### src/rtl/pht_update_arbiter.sv
// Single-port PHT access scheduler: init sweep, lookup reads and buffered read-modify-write updates.
// Optional starvation timer enabled by defining PHT_DRAIN_TIMER_EN.
module pht_update_arbiter #(
    parameter int INDEX_W      = 10,
    parameter int QDEPTH       = 4,
    parameter int STARVE_LIMIT = 8
) (
    input  logic                    CLK,
    input  logic                    RESET,
    input  logic                    lookup_valid,
    input  logic [31:0]             lookup_pc,
    output logic                    lookup_ready,
    output logic                    pred_valid,
    output logic                    pred_taken,
    output logic [1:0]              pred_ctr,
    input  logic                    resolve_valid,
    input  logic [31:0]             resolve_pc,
    input  logic                    resolve_taken,
    output logic                    resolve_ready,
    output logic                    tbl_en,
    output logic                    tbl_we,
    output logic [INDEX_W-1:0]      tbl_addr,
    output logic [1:0]              tbl_wdata,
    input  logic [1:0]              tbl_rdata,
    output logic                    init_done,
    output logic [$clog2(QDEPTH):0] q_count,
    output logic [1:0]              state_dbg
);
    localparam int PW = $clog2(QDEPTH);
    localparam int CW = PW + 1;

    typedef enum logic [1:0] {
        S_INIT   = 2'd0,
        S_IDLE   = 2'd1,
        S_UPD_WR = 2'd2
    } state_t;

    state_t             state, state_nxt;
    logic [INDEX_W-1:0] init_addr;
    logic [INDEX_W-1:0] q_idx [QDEPTH];
    logic               q_tkn [QDEPTH];
    logic [PW-1:0]      head, tail;
    logic [CW-1:0]      count;
    logic               push, pop, upd_rd, lookup_grant, drain_force, timer_expired;
    logic [1:0]         upd_wdata;
    logic               unused_pc_bits;

    assign unused_pc_bits = ^{lookup_pc[31:INDEX_W+2], lookup_pc[1:0],
                              resolve_pc[31:INDEX_W+2], resolve_pc[1:0]};

    // Handshakes: a request transfers on a cycle where valid & ready are both high; ready never waits on valid.
    assign drain_force   = (count != '0) & ((count == CW'(QDEPTH)) | timer_expired);
    assign lookup_ready  = ~RESET & (state == S_IDLE) & ~drain_force;
    assign resolve_ready = ~RESET & init_done & (count < CW'(QDEPTH));
    assign push          = resolve_valid & resolve_ready;
    assign q_count       = count;
    assign state_dbg     = state;
    assign pred_ctr      = pred_valid ? tbl_rdata : 2'b00;
    assign pred_taken    = pred_ctr[1];

    always_comb begin
        if (q_tkn[head]) upd_wdata = (tbl_rdata == 2'b11) ? 2'b11 : tbl_rdata + 2'b01;
        else             upd_wdata = (tbl_rdata == 2'b00) ? 2'b00 : tbl_rdata - 2'b01;
    end

    always_comb begin
        state_nxt    = state;
        tbl_en       = 1'b0;
        tbl_we       = 1'b0;
        tbl_addr     = '0;
        tbl_wdata    = 2'b00;
        lookup_grant = 1'b0;
        upd_rd       = 1'b0;
        pop          = 1'b0;
        case (state)
            S_INIT: begin
                tbl_en    = 1'b1;
                tbl_we    = 1'b1;
                tbl_addr  = init_addr;
                tbl_wdata = 2'b10;
                if (init_addr == '1) state_nxt = S_IDLE;
            end
            S_IDLE: begin
                if (drain_force || (!lookup_valid && count != '0)) begin
                    tbl_en    = 1'b1;
                    tbl_addr  = q_idx[head];
                    upd_rd    = 1'b1;
                    state_nxt = S_UPD_WR;
                end else if (lookup_valid) begin
                    tbl_en       = 1'b1;
                    tbl_addr     = lookup_pc[INDEX_W+1:2];
                    lookup_grant = 1'b1;
                end
            end
            S_UPD_WR: begin
                tbl_en    = 1'b1;
                tbl_we    = 1'b1;
                tbl_addr  = q_idx[head];
                tbl_wdata = upd_wdata;
                pop       = 1'b1;
                state_nxt = S_IDLE;
            end
            default: state_nxt = S_INIT;
        endcase
        // Reset suppresses any table access, including a write pending in S_UPD_WR.
        if (RESET) begin
            tbl_en       = 1'b0;
            tbl_we       = 1'b0;
            tbl_addr     = '0;
            tbl_wdata    = 2'b00;
            lookup_grant = 1'b0;
            upd_rd       = 1'b0;
            pop          = 1'b0;
        end
    end

    always_ff @(posedge CLK) begin
        if (RESET) begin
            state      <= S_INIT;
            init_addr  <= '0;
            init_done  <= 1'b0;
            pred_valid <= 1'b0;
            head       <= '0;
            tail       <= '0;
            count      <= '0;
        end else begin
            state      <= state_nxt;
            pred_valid <= lookup_grant;
            if (state == S_INIT) init_addr <= init_addr + INDEX_W'(1);
            if (state == S_INIT && state_nxt == S_IDLE) init_done <= 1'b1;
            if (push) tail <= tail + PW'(1);
            if (pop)  head <= head + PW'(1);
            count <= count + CW'(push) - CW'(pop);
        end
    end

    always_ff @(posedge CLK) begin
        if (push) begin
            q_idx[tail] <= resolve_pc[INDEX_W+1:2];
            q_tkn[tail] <= resolve_taken;
        end
    end

`ifdef PHT_DRAIN_TIMER_EN
    localparam int TW = $clog2(STARVE_LIMIT + 1);
    logic [TW-1:0] starve_cnt;

    assign timer_expired = (starve_cnt >= TW'(STARVE_LIMIT));

    // Counts lookups that jumped ahead of a waiting update.
    always_ff @(posedge CLK) begin
        if (RESET || upd_rd) starve_cnt <= '0;
        else if (lookup_grant && count != '0 && !timer_expired) starve_cnt <= starve_cnt + TW'(1);
    end
`else
    localparam int unused_starve_limit = STARVE_LIMIT;
    assign timer_expired = 1'b0;
`endif

endmodule
### config.mk
export PLATFORM = sky130hd
export DESIGN_NAME = pht_update_arbiter
export DESIGN_NICKNAME = d
export VERILOG_FILES = /design/src/rtl/pht_update_arbiter.sv
export SDC_FILE = /design/constraint.sdc
export NUM_CORES = 1
export LEC_CHECK = 0
export BUFFER_PORTS_ARGS = -buffer_cell sky130_fd_sc_hd__buf_4
export CORE_AREA = 5 5 105 107
export CTS_BUF_LIST = sky130_fd_sc_hd__clkbuf_8
export DETAILED_ROUTE_END_ITERATION = 12
export DIE_AREA = 0 0 110 112
export PLACE_DENSITY = 0.63
export SYNTH_ARGS = -nofsm -noshare
export SYNTH_HDL_FRONTEND = slang
export SYNTH_SLANG_ARGS = --single-unit
### constraint.sdc
create_clock -name CLK -period 4.8 [get_ports CLK]
set_input_delay 0.96 -clock CLK [delete_from_list [all_inputs] [get_ports CLK]]
set_output_delay 0.96 -clock CLK [all_outputs]
set_load 0.02 [all_outputs]
# After elaboration in Yosys (flattened, before gate mapping)
# Memory sizes are Yosys's and may differ from the RTL's. A register that Yosys moved wholly into a read port is not among the register bits.
# Index checks and enable logic that the tools add are counted.
# totals
ff_bits	21
ram_bits	44
inputBits	71
output_inout_bits	26
wordCells	68
n_memories	2
# op_classes
add_sub_neg	7
magnitude_cmp	1
eq_ne	6
n_mux	27
bitwise_logic	9
n_reduce_logical	9
# memory_table
name	depth	width	read_ports	rd_clocked_by_memory_dff	write_ports	line_no	rtl
q_idx	4	10	1	1	1	40	logic [INDEX_W-1:0] q_idx [QDEPTH];
q_tkn	4	1	1	1	1	41	logic q_tkn [QDEPTH];
# op_table
operator	count
10-bit 2-to-1 mux	3
10-bit one-hot mux with 3 select lines	1
2-bit 2-to-1 mux	11
10-bit by 1-bit adder with 10-bit output, second input constant	1
10-bit == test, second input constant	1
1-bit 2-to-1 mux	9
2-bit by 1-bit adder with 2-bit output, second input constant	3
1-bit AND	6
2-bit one-hot mux with 3 select lines	1
2-bit by 1-bit == test with 1-bit output, second input constant	2
2-bit == test, second input constant	2
2-bit logical NOT	2
2-bit one-hot mux with 2 select lines	1
3-bit by 1-bit adder with 3-bit output	1
3-bit == test, second input constant	1
3-bit < comparator, second input constant	1
1-bit inverter	3
3-bit nonzero test	1
3-bit OR reduction	1
3-bit by 1-bit subtractor with 3-bit output	1
1-bit logical AND	2
1-bit one-hot mux with 2 select lines	1
2-bit OR reduction	1
2-bit by 1-bit subtractor with 2-bit output, second input constant	1
2 further kinds	2

# Logic depth before layout (Yosys ltp)
# Gate-level depths: netlist (run 1).
# logic_depth
ltp_word	7
mapped_depth	11
mapped_depth_nobuf	10

# Worst setup path after synthesis (run 1)
# No wires, ideal clock.
# synth_path
path_kind	input port to flip-flop
startpoint	in RESET
endpoint	reg count[2], in the netlist q_count[2]
setup_time_ns	0.128
arrival_time_ns	3.344
t_required_ns	4.672
setup_slack_ns	1.328
cell_stages	11
path_buffers	1
cell_sequence	buf_2 -> nor3b_1 -> and2_1 -> inv_1 -> ha_1 -> inv_1 -> ha_1 -> fa_1 -> xnor2_1 -> xnor2_1 -> nor2_1
# synth_between
elab_chain_cells	6
word_cells_on_any_way	7
classes_between	2 x add/sub; 1 x mux; 4 x bitwise
# synth_rtl
element	line_no	rtl
start, declared	9	input logic RESET,
1-bit inverter	54	assign resolve_ready = ~RESET & init_done & (count < CW'(QDEPTH));
1-bit AND (2 in a row)	54	
named net resolve_ready	19	output logic resolve_ready,
1-bit AND	55	assign push = resolve_valid & resolve_ready;
3-bit by 1-bit adder with 3-bit output	133	count <= count + CW'(push) - CW'(pop);
3-bit by 1-bit subtractor with 3-bit output	133	
end signal, assigned	133	
end, declared	43	logic [CW-1:0] count;
# The timed path passes the listed nets, and every way through them passes these cells.
# A chain may end at the register's enable or synchronous reset.

==> run_results.csv, run 1 <==
group,metric,value,unit
setup_path,worstSetupEndpointType,"output port",
final_layout,fill_cells,984,
global_route,overflow,0,
synth,synth_area_leaders,"edfxtp_1, dfxtp_1, mux4_2",
timing,period_share,0.706,
setup_path,crit_fanout,11,
detailed_routing,vias_per_cell,4.52,
global_route,grt_max_degree,27,
detailed_routing,detail_route.wl_per_cell,14.9,um
synth,synth_compound_area_frac,0.0604,
final_layout,diodes,0,
global_route,grt_usage,0.102,
final_layout,syn2layout_area_growth,24.7,%
placed_design,place.gp.congestion,0.789,
timing,rsz0062_at_grt,"no",
synth,synth.avg_cell_area,13.6,um^2
pwr,power_density,323,nW/um^2
clock_network,path_clk_slew,0.07,ns
timing,slew_headroom,0.475,
setup_path,crit_arrival,2.43,ns
global_route,grt_pass1_wl,9.40,mm
timing,fin_tns_setup,0,ns
floorplanning,fp-row-count,37,
worst_hold_path,hold_class,"reg -> reg",
synth,synth_top_family_by_area,"simple AND/OR/NAND/NOR gates",
floorplanning,initial_core_util,0.289,
run,drv_cap,0,
pwr,cellLeakagePower,1.34,nW
final_layout,drive_gt1_frac,0.299,
floorplanning,coreArea,10000,um^2
clock_network,cts_tree,"done",
clock_network,clk_latency,0.34,ns
global_route,grt_pass1_vias,1864,
detailed_routing,antenna_left,0,
timing,maxSlewViolCount,0,
synth,synth_mux_area_frac,0.0854,
final_layout,layout.nets,345,
clock_network,cts-buffers-inserted,9,
detailed_routing,routed_wl,6.08,mm
synth,synth_cell_types,36,
outcome,status,"completed",
placed_design,hpwl,4.33,mm
synth,synth_fp_nets,292,
global_route,antenna_found_initial,0,
detailed_routing,drtIter0Drc,88,
setup_path,cp_slowest_cell,"dfxtp_1",
synth,synthAdderAreaFrac,0.0405,
floorplanning,dieArea,12300,um^2
synth,yosys.area_share.simple,0.122,
synth,yosysTopAreaCellShare,0.455,
timing,worst_pin_slew,0.785,ns
timing,min_period,3.39,ns
synth,yosys.area.top_type,"edfxtp_1",
synth,yosysWarnings,0,
final_layout,stdcell_count,407,
synth,synth_xor_area_frac,0.0423,
timing,fmax,0.295,GHz
clock_network,post-cts-setup-buffers,0,
floorplanning,die_w,110,um
clock_network,clk_path_buf_depth,2,
timing,finClkSkew,0.00927,ns
clock_network,cts_resized,0,
timing,setup_viol,0,
floorplanning,ios,97,
setup_path,path_buf_inv,1,
setup_path,critPathMaxStageDelay,0.80,ns
setup_path,cp-start-kind,"flip-flop",
clock_network,cts.sinks,67,
clock_network,hold_buffers,0,
placed_design,dp_cells,391,
detailed_routing,drc,0,
synth,ys_seq_elements,67,
timing,finalHoldViolCount,0,
setup_path,cpLargestDelayFamily,"flip-flops",
synth,ys_seq_area_frac,0.614,
floorplanning,die_y,112,um
clock_network,htreeDepth,3,
clock_network,cts_root_buf,"clkbuf_8",
setup_path,path_class,"reg -> out",
setup_path,crit_required,3.84,ns
detailed_routing,vias,1838,
synth,netlist_area,2900,um^2
detailed_routing,drt_first_pass_iters,4,
synth,postSynthCellCount,213,
pwr,ir_worst_vdd,110,uV
placed_design,numPortBuffers,52,
setup_path,crit_chain,"mux4_2 > maj3_1 > and2_1 > buf_4",
## path summary, 6_finish.rpt
kind	startpoint	end	slack (ns)	cells after the start
worst min-delay path	init_done$_SDFFE_PP0P_	init_done$_SDFFE_PP0P_	0.47	2
worst max register to register	q_count[2]$_SDFF_PP0_	q_count[2]$_SDFF_PP0_	2.46	11
worst min register to register	init_done$_SDFFE_PP0P_	init_done$_SDFFE_PP0P_	0.47	2
worst max-delay path	flip-flop	tbl_wdata[0]	1.41	4
## per-layer routing
layer  vias up  share of wire  GRT usage
met4         0          0.026     0.0532
li1        903              -          -
met5         -              0          0
met3        14          0.073     0.0441
met2        41           0.47      0.157
met1       880           0.43      0.119
## metrics by stage
| step | hold WS [ns] | total power [mW] | instance area, um^2 | util | setup slack (ns) |
|---|---|---|---|---|---|
| after global routing | 0.515 | 1.21 | 3620 | 0.360 | 1.19 |
| after detailed placement | 0.461 | 0.675 | 3400 | 0.339 | 1.53 |
| final | 0.471 | 1.17 | 3620 | 0.360 | 1.41 |
| after CTS | 0.471 | 1.18 | 3620 | 0.360 | 1.33 |
| after global placement | 0.453 | 0.674 | 3400 | 0.339 | 1.54 |
| after floorplan | 0.479 | 0.647 | 2900 | - | 1.33 |
## power breakdown
| group | switching, mW | internal, mW |
|---|---|---|
| registers | 0.00232 | 0.615 |
| clock network | 0.214 | 0.291 |
| logic | 0.0223 | 0.0220 |
## logic make-up (layout without fill, tap and decap cells)
family	Yosys count	in the layout
muxes	11	11
xor gates and xnor gates	14	14
AOI/OAI and AO/OA	24	24
adders and majority gates	9	9
buffers and inverters	20	78
DFF	67	67
and+or+nand+nor	68	68
## area by class of cell
class                   instances  area, um^2  area share
well taps                     136         170      0.0470
multi-input cells             126        1020       0.281
repair buffers                 53         398       0.110
clock buffers                   9         124      0.0342
inverters                       9        33.8     0.00934
clock inverters                 7        92.6      0.0256
flip-flops and latches         67        1780       0.492
## synthesized netlist by cell type, drive strengths merged
master,n
mux4,11
and2,7
nand2,8
nor3b,2
or3,1
buf,7
and4bb,1
ha,7
a31o,1
xor2,9
a21oi,5
a31oi,1
maj3,1
and3,6
a222oi,8
nand3,5
and4,1
a22oi,2
nor3,4
o21ai,5
xnor2,5
o31ai,1
nand4,2
nor2b,4
a21o,1
nor2,25
nand2b,1
nor4,1
fa,1
dfxtp,23
edfxtp,44
clkbuf,4
inv,9
## worst reg2reg max path: cells and delay by family (launching register included)
| kind | cells | cell delay [ns] |
|---|---|---|
| xor gates and xnor gates | 2 | 0.32 |
| adders and majority gates | 3 | 0.83 |
| buffers and inverters | 3 | 0.28 |
| DFF | 1 | 0.36 |
| and+or+nand+nor | 3 | 0.45 |
## sequential cells by signal, indices dropped and copies added, names as in the netlist, named ones only
name and flops:
tail 2, head 2, q_tkn 4, init_done 1, q_idx 40, q_count 3
init_addr 10, state_dbg 2, pred_valid 1
## cell usage in the layout (no fill, tap or decap), types with 2 or more instances in the layout
master,instances
nor3b_1,2
a22oi_1,2
clkbuf_8,9
a21oi_1,5
dfxtp_1,23
buf_4,53
bufinv_16,2
a222oi_1,8
nor2_1,25
ha_1,7
inv_1,10
nor2b_1,4
nand3_1,5
edfxtp_1,44
nor3_1,3
nand4_1,2
mux4_2,11
xnor2_1,5
o21ai_0,5
xor2_1,9
nand2_1,8
and3_1,6
and2_1,7
Note: power is estimated with default switching activity, not from simulation.
==> inputs of run 2 (changes only) <==
==> config.mk (replaced) <==
export PLATFORM = sky130hd
export DESIGN_NAME = pht_update_arbiter
export DESIGN_NICKNAME = d
export VERILOG_FILES = /design/src/rtl/pht_update_arbiter.sv
export SDC_FILE = /design/constraint.sdc
export NUM_CORES = 1
export LEC_CHECK = 0
export ABC_AREA = 1
export BUFFER_PORTS_ARGS = -buffer_cell sky130_fd_sc_hd__buf_4
export CORE_AREA = 5 5 109 111
export CTS_BUF_LIST = sky130_fd_sc_hd__clkbuf_8
export DETAILED_ROUTE_END_ITERATION = 12
export DIE_AREA = 0 0 114 116
export PLACE_DENSITY = 0.64
export SYNTH_ARGS = -nofsm -noshare
export SYNTH_HDL_FRONTEND = slang
export SYNTH_SLANG_ARGS = --single-unit
==> constraint.sdc (replaced) <==
create_clock -name CLK -period 2.8 [get_ports CLK]
set_input_delay 0.56 -clock CLK [delete_from_list [all_inputs] [get_ports CLK]]
set_output_delay 0.56 -clock CLK [all_outputs]
set_load 0.02 [all_outputs]
==> run 2 against run 1 <==
Synthesized area grew 8.3%. Worst setup slack lost 1.2 ns. Core utilization grew 0.11 points. Cell count grew 38%. Via count grew 36%. Critical path depth grew 4. Clock power grew 35%. Register-to-register slack lost 1.6 ns. Power grew 56%. Hold slack lost 0.056 ns. Cell area grew 6.8%.
==> run_results.csv, run 2 <==
group,metric,value,unit
final_layout,stdcell_area,3860,um^2
global_route,antenna_found_initial,0,
global_route,grt_pass1_vias,2441,
pwr,p_comb_frac,0.045,
outcome,status,"completed",
run,drv_cap,0,
setup_path,crit_arrival,2.05,ns
synth,synth.most_common_cell,"nand2_1",
timing,setup_viol,0,
pwr,clkPwrFrac,0.375,
setup_path,r2r_cells,9,
timing,maxSlewViolCount,0,
clock_network,cts.sinks,67,
clock_network,hold_buffers,0,
final_layout,layout.nets,497,
detailed_routing,drc,0,
worst_hold_path,hold_path_depth,1,
synth,yosys-top-cells-count,"nand2_1, nor2_1, inv_1, edfxtp_1, o21ai_0",
detailed_routing,vias,2504,
synth,synth_area_leaders,"edfxtp_1, dfxtp_1, nand2_1",
placed_design,placed_area,3700,um^2
clock_network,clk_path_buf_depth,2,
pwr,p_int,1.41,mW
clock_network,cts_resized,0,
timing,slew_headroom,0.645,
final_layout,fill_cells,1111,
placed_design,numPortBuffers,52,
clock_network,htreeDepth,3,
pwr,ir_worst_vdd,302,uV
clock_network,cts-buffers-inserted,9,
global_route,grt_pass1_wl,11.8,mm
timing,period_share,0.934,
timing,fin_tns_setup,0,ns
timing,worst_pin_slew,0.533,ns
synth,synth_edf_count,44,
pwr,cellLeakagePower,1.60,nW
pwr,p_sw,0.414,mW
final_layout,largest_reg_flops,40,
clock_network,path_clk_slew,0.07,ns
detailed_routing,drtIter0Drc,124,
synth,netlist_area,3140,um^2
floorplanning,die_w,114,um
synth,yosysTopAreaCellShare,0.420,
synth,yosys.area.top_type,"edfxtp_1",
setup_path,crit_fanout,15,
detailed_routing,detail_route.wl_per_cell,13.0,um
setup_path,cp-start-kind,"flip-flop",
final_layout,multiInputGateArea,1090,um^2
final_layout,regArea,1780,um^2
final_layout,syn2layout_area_growth,23.0,%
final_layout,final_cell_mix,"nand2_1, nor2_1, buf_4, inv_1, edfxtp_1",
setup_path,crit_required,2.24,ns
worst_hold_path,hold_class,"in -> reg",
clock_network,cts_tree,"done",
floorplanning,dieArea,13200,um^2
pwr,switching_share,0.227,
synth,yosysWarnings,0,
synth,ys.flop_type,"edfxtp_1",
synth,ys_seq_area_frac,0.567,
floorplanning,initial_core_util,0.294,
clock_network,cts_root_buf,"clkbuf_8",
placed_design,hpwl,5.27,mm
timing,finClkSkew,0.00948,ns
floorplanning,die_y,116,um
floorplanning,coreArea,10700,um^2
synth,synth_fp_nets,440,
pwr,seq_power_share,0.580,
synth,synth_cell_types,24,
clock_network,clk_latency,0.34,ns
global_route,grt_usage,0.115,
placed_design,dp_cells,547,
pwr,power_density,472,nW/um^2
final_layout,drive_gt1_frac,0.191,
global_route,grt_max_degree,21,
timing,min_period,2.61,ns
synth,postSynthCellCount,361,
detailed_routing,routed_wl,7.33,mm
placed_design,place.gp.congestion,0.827,
final_layout,final_common_cell,"nand2_1",
clock_network,post-cts-setup-buffers,0,
detailed_routing,vias_per_cell,4.45,
timing,rsz0062_at_grt,"yes",
global_route,overflow,0,
detailed_routing,antenna_left,0,
setup_path,path_class,"reg -> out",
detailed_routing,drt_first_pass_iters,5,
final_layout,diodes,0,
synth,async_flop_share,0,
final_layout,regMostFlops,"q_idx",
timing,finalHoldViolCount,0,
timing,fmax,0.383,GHz
setup_path,worstSetupEndpointType,"output port",
floorplanning,ios,97,
synth,ys_seq_elements,67,
floorplanning,fp-row-count,38,
synth,synth.avg_cell_area,8.71,um^2
final_layout,stdcell_count,563,
final_layout,reg_top3,"q_idx (40), init_addr (10), q_tkn (4)",
## run 2: cell count changes after synthesis, moves of 24 or more
cell,delta
o21ai_0,+29
nand2_1,+58
a21oi_1,+24
inv_1,+40
nor2_1,+37
## run 2: final cells by class
| class | instances | share of cell area |
|---|---|---|
| flip-flops and latches | 67 | 0.461 |
| multi-input cells | 228 | 0.283 |
| repair buffers | 60 | 0.117 |
| inverters | 52 | 0.0505 |
| well taps | 140 | 0.0453 |
| clock buffers | 9 | 0.0320 |
| clock inverters | 7 | 0.0117 |
## run 2: logic make-up (layout without fill, tap and decap cells)
kind of cell,Yosys count,count (layout),synth area share
AOI/OAI and AO/OA,66,66,0.106
xor gates and xnor gates,3,3,0.00836
adders and majority gates,8,8,0.0342
buffers and inverters,66,128,0.0852
DFF,67,67,0.567
and+or+nand+nor,151,151,0.199
## run 2: path summary, 6_finish.rpt
kind | start | end | slack [ns]
hold reg to reg | head[1]$_SDFFE_PP0P_ | head[1]$_SDFFE_PP0P_ | 0.47
setup reg to reg | init_done$_SDFFE_PP0P_ | q_count[2]$_SDFF_PP0_ | 0.89
hold / removal | resolve_pc[8] | q_idx[1][6]$_DFFE_PP_ | 0.41
setup / recovery | flip-flop | tbl_wdata[1] | 0.19
## run 2: worst max-delay path: stages (launching register included)
cell and delay [ns]:
dfxtp_1 0.61, buf_4 0.29, nand2_1 0.07, nand2_1 0.06
nand2_1 0.04, o21ai_1 0.18, o21ai_0 0.14, a21oi_1 0.15
buf_4 0.16
## run 2: per-layer routing
metal  track usage  vias to the layer above  share of wire  wire, um
met3        0.0413                        8          0.074       546
li1              -                     1293              -         -
met4        0.0364                        0         0.0095        70
met2         0.187                       72           0.45      3330
met1         0.144                     1131           0.46      3380
met5             0                        -              0         0
## run 2: metrics by stage
stage | hold WS, ns | util | power [mW] | worst slack, ns
after floorplan | 0.436 | - | 1.11 | 0.324
after global placement | 0.449 | 0.345 | 1.16 | 0.462
after detailed placement | 0.459 | 0.345 | 1.16 | 0.435
after CTS | 0.396 | 0.361 | 1.86 | 0.132
after global routing | 0.398 | 0.361 | 1.90 | -0.0989
final | 0.415 | 0.361 | 1.83 | 0.186
## run 2: power groups by stage
stage               clock [mW]  combinational, mW  sequential, mW
global placement             0             0.0805            1.08
CTS                      0.715             0.0832            1.06
finish                   0.684             0.0825            1.06
floorplan                    0             0.0321            1.08
global route             0.752             0.0925            1.06
detailed placement           0             0.0824            1.08
==> inputs of run 3 (changes only) <==
--- a/config.mk
+++ b/config.mk
@@ -8,10 +8,10 @@
 export ABC_AREA = 1
 export BUFFER_PORTS_ARGS = -buffer_cell sky130_fd_sc_hd__buf_4
 export CORE_AREA = 5 5 109 111
-export CTS_BUF_LIST = sky130_fd_sc_hd__clkbuf_8
 export DETAILED_ROUTE_END_ITERATION = 12
 export DIE_AREA = 0 0 114 116
 export PLACE_DENSITY = 0.64
+export REMOVE_ABC_BUFFERS = 1
 export SYNTH_ARGS = -nofsm -noshare
 export SYNTH_HDL_FRONTEND = slang
 export SYNTH_SLANG_ARGS = --single-unit
==> run 3 against run 2 <==
Hold slack improved by 0.0011 ns. Fmax up 1.3%. Register-to-register slack barely moved. Worst setup slack improved by 0.035 ns. Cell area is 1.5% higher. Combinational power about the same. Clock-buffer cell count is the same. Die area unchanged. Wire length rose by 0.90%. First-iteration DRC count stayed put. Critical path type unchanged. Largest cell class unchanged. Largest power group unchanged.
==> run_results.csv, run 3 (same netlist as run 2, synthesis figures left out) <==
group,metric,value,unit
global_route,grt_pass1_wl,11.8,mm
setup_path,rr_startpoint,"state_dbg[0]$_SDFF_PP0_",
detailed_routing,vias,2540,
timing,setup_slack,0.221,ns
placed_design,numPortBuffers,52,
setup_path,r2r-end,"q_count[2]$_SDFF_PP0_",
pwr,power,1.94,mW
final_layout,finish.utilization,0.367,
floorplanning,ios,97,
timing,worst_pin_slew,0.468,ns
timing,slew_headroom,0.687,
clock_network,cts_tree,"done",
clock_network,clk_path_buf_depth,2,
outcome,status,"completed",
setup_path,crit_arrival,2.02,ns
detailed_routing,detail_route.wl_per_cell,13.1,um
pwr,power_density,494,nW/um^2
global_route,grt_max_degree,29,
final_layout,reg_top3,"q_idx (40), init_addr (10), q_tkn (4)",
floorplanning,die_w,114,um
detailed_routing,vias_per_cell,4.49,
clock_network,htreeDepth,3,
clock_network,clk_latency,0.34,ns
timing,finalHoldViolCount,0,
clock_network,post-cts-setup-buffers,0,
floorplanning,initial_core_util,0.294,
setup_path,worstSetupEndpointType,"output port",
timing,period_share,0.921,
clock_network,hold_buffers,0,
timing,fmax,0.388,GHz
placed_design,pre_cts_ws,0.452,ns
setup_path,worst-r2r-setup-slack,0.88,ns
timing,finClkSkew,0.0109,ns
run,drv_cap,0,
setup_path,crit_path_end,"tbl_addr[7]",
detailed_routing,drtIter0Drc,124,
clock_network,cts_resized,0,
floorplanning,dieArea,13200,um^2
setup_path,path_class,"reg -> out",
placed_design,hpwl,5.39,mm
clock_network,cts-buffers-inserted,9,
clock_network,path_clk_slew,0.08,ns
final_layout,final_common_cell,"nand2_1",
floorplanning,coreArea,10700,um^2
global_route,grt_pass1_vias,2440,
final_layout,stdcell_count,566,
timing,whs,0.416,ns
timing,setup_viol,0,
setup_path,crit_fanout,12,
timing,min_period,2.58,ns
final_layout,final_cell_mix,"nand2_1, buf_4, nor2_1, inv_1, edfxtp_1",
final_layout,regMostFlops,"q_idx",
global_route,antenna_found_initial,0,
placed_design,dp_cells,550,
floorplanning,fp-row-count,38,
clock_network,cts_root_buf,"clkbuf_8",
clock_network,cts.sinks,67,
placed_design,placed_area,3720,um^2
final_layout,diodes,0,
timing,rsz0062_at_grt,"no",
pwr,cellLeakagePower,1.61,nW
floorplanning,die_y,116,um
timing,fin_tns_setup,0,ns
timing,maxSlewViolCount,0,
final_layout,stdcell_area,3920,um^2
pwr,ir_worst_vdd,310,uV
setup_path,crit_required,2.24,ns
final_layout,largest_reg_flops,40,
worst_hold_path,hold_class,"in -> reg",
global_route,overflow,0,
setup_path,r2r_cells,9,
final_layout,layout.nets,500,
detailed_routing,drc,0,
placed_design,place.gp.congestion,0.883,
detailed_routing,routed_wl,7.40,mm
global_route,grt_usage,0.115,
final_layout,drive_gt1_frac,0.200,
detailed_routing,drt_first_pass_iters,4,
detailed_routing,antenna_left,0,
setup_path,cp-start-kind,"flip-flop",
setup_path,critPathLaunch,"state_dbg[0]$_SDFF_PP0_",
final_layout,syn2layout_area_growth,24.8,%
final_layout,fill_cells,1076,
-- run 3: cell count changes in the layout (fill, tap and decap cells not counted) --
cell	delta
inv_6	-1
clkinv_2	-3
clkinvlp_4	+3
bufinv_16	+1
buf_4	+3
inv_1	-1
clkinv_4	+1
-- run 3: critical path, cell delays in order (launching register included) --
cell     delay, ns
dfxtp_1       0.48
inv_2         0.11
nor2_4        0.29
nand2_1       0.17
nand2_4       0.14
nand2_1       0.07
a21oi_1       0.23
buf_4         0.19
-- run 3: cell type report --
type	count	area (um^2)	share of cell area
Tap cell	140	175	0.0447
Multi-Input combinational cell	228	1090	0.279
Inverter	52	195	0.0498
Timing Repair Buffer	63	473	0.121
Sequential cell	67	1780	0.454
Clock buffer	9	124	0.0316
Clock inverter	7	78.8	0.0201
-- run 3: worst min-delay path by stage --
stage / from / end / slack (ns) / cells past startpoint
global placement: head[1]$_SDFFE_PP0P_ / head[1]$_SDFFE_PP0P_ / 0.45 / 2
detailed placement: head[1]$_SDFFE_PP0P_ / flip-flop / 0.46 / 2
finish: resolve_pc[4] / q_idx[0][2]$_DFFE_PP_ / 0.42 / 1
CTS: resolve_pc[4] / q_idx[0][2]$_DFFE_PP_ / 0.41 / 1
floorplan: head[1]$_SDFFE_PP0P_ / flip-flop / 0.44 / 2
global route: resolve_pc[11] / q_idx[1][9]$_DFFE_PP_ / 0.40 / 1
-- run 3: report_power, final --
group	switching, mW	internal, mW	leakage, nW
combinational	0.0422	0.0401	0.938
sequential	0.00503	1.05	0.581
clock	0.382	0.415	0.0916
-- run 3: layer usage --
| metal | wire (um) | vias to the layer above | GRT usage |
|---|---|---|---|
| met4 | 126 | 0 | 0.0372 |
| met5 | 0 | - | 0 |
| met2 | 3520 | 77 | 0.192 |
| met3 | 520 | 8 | 0.0392 |
| met1 | 3230 | 1158 | 0.140 |
| li1 | - | 1297 | - |
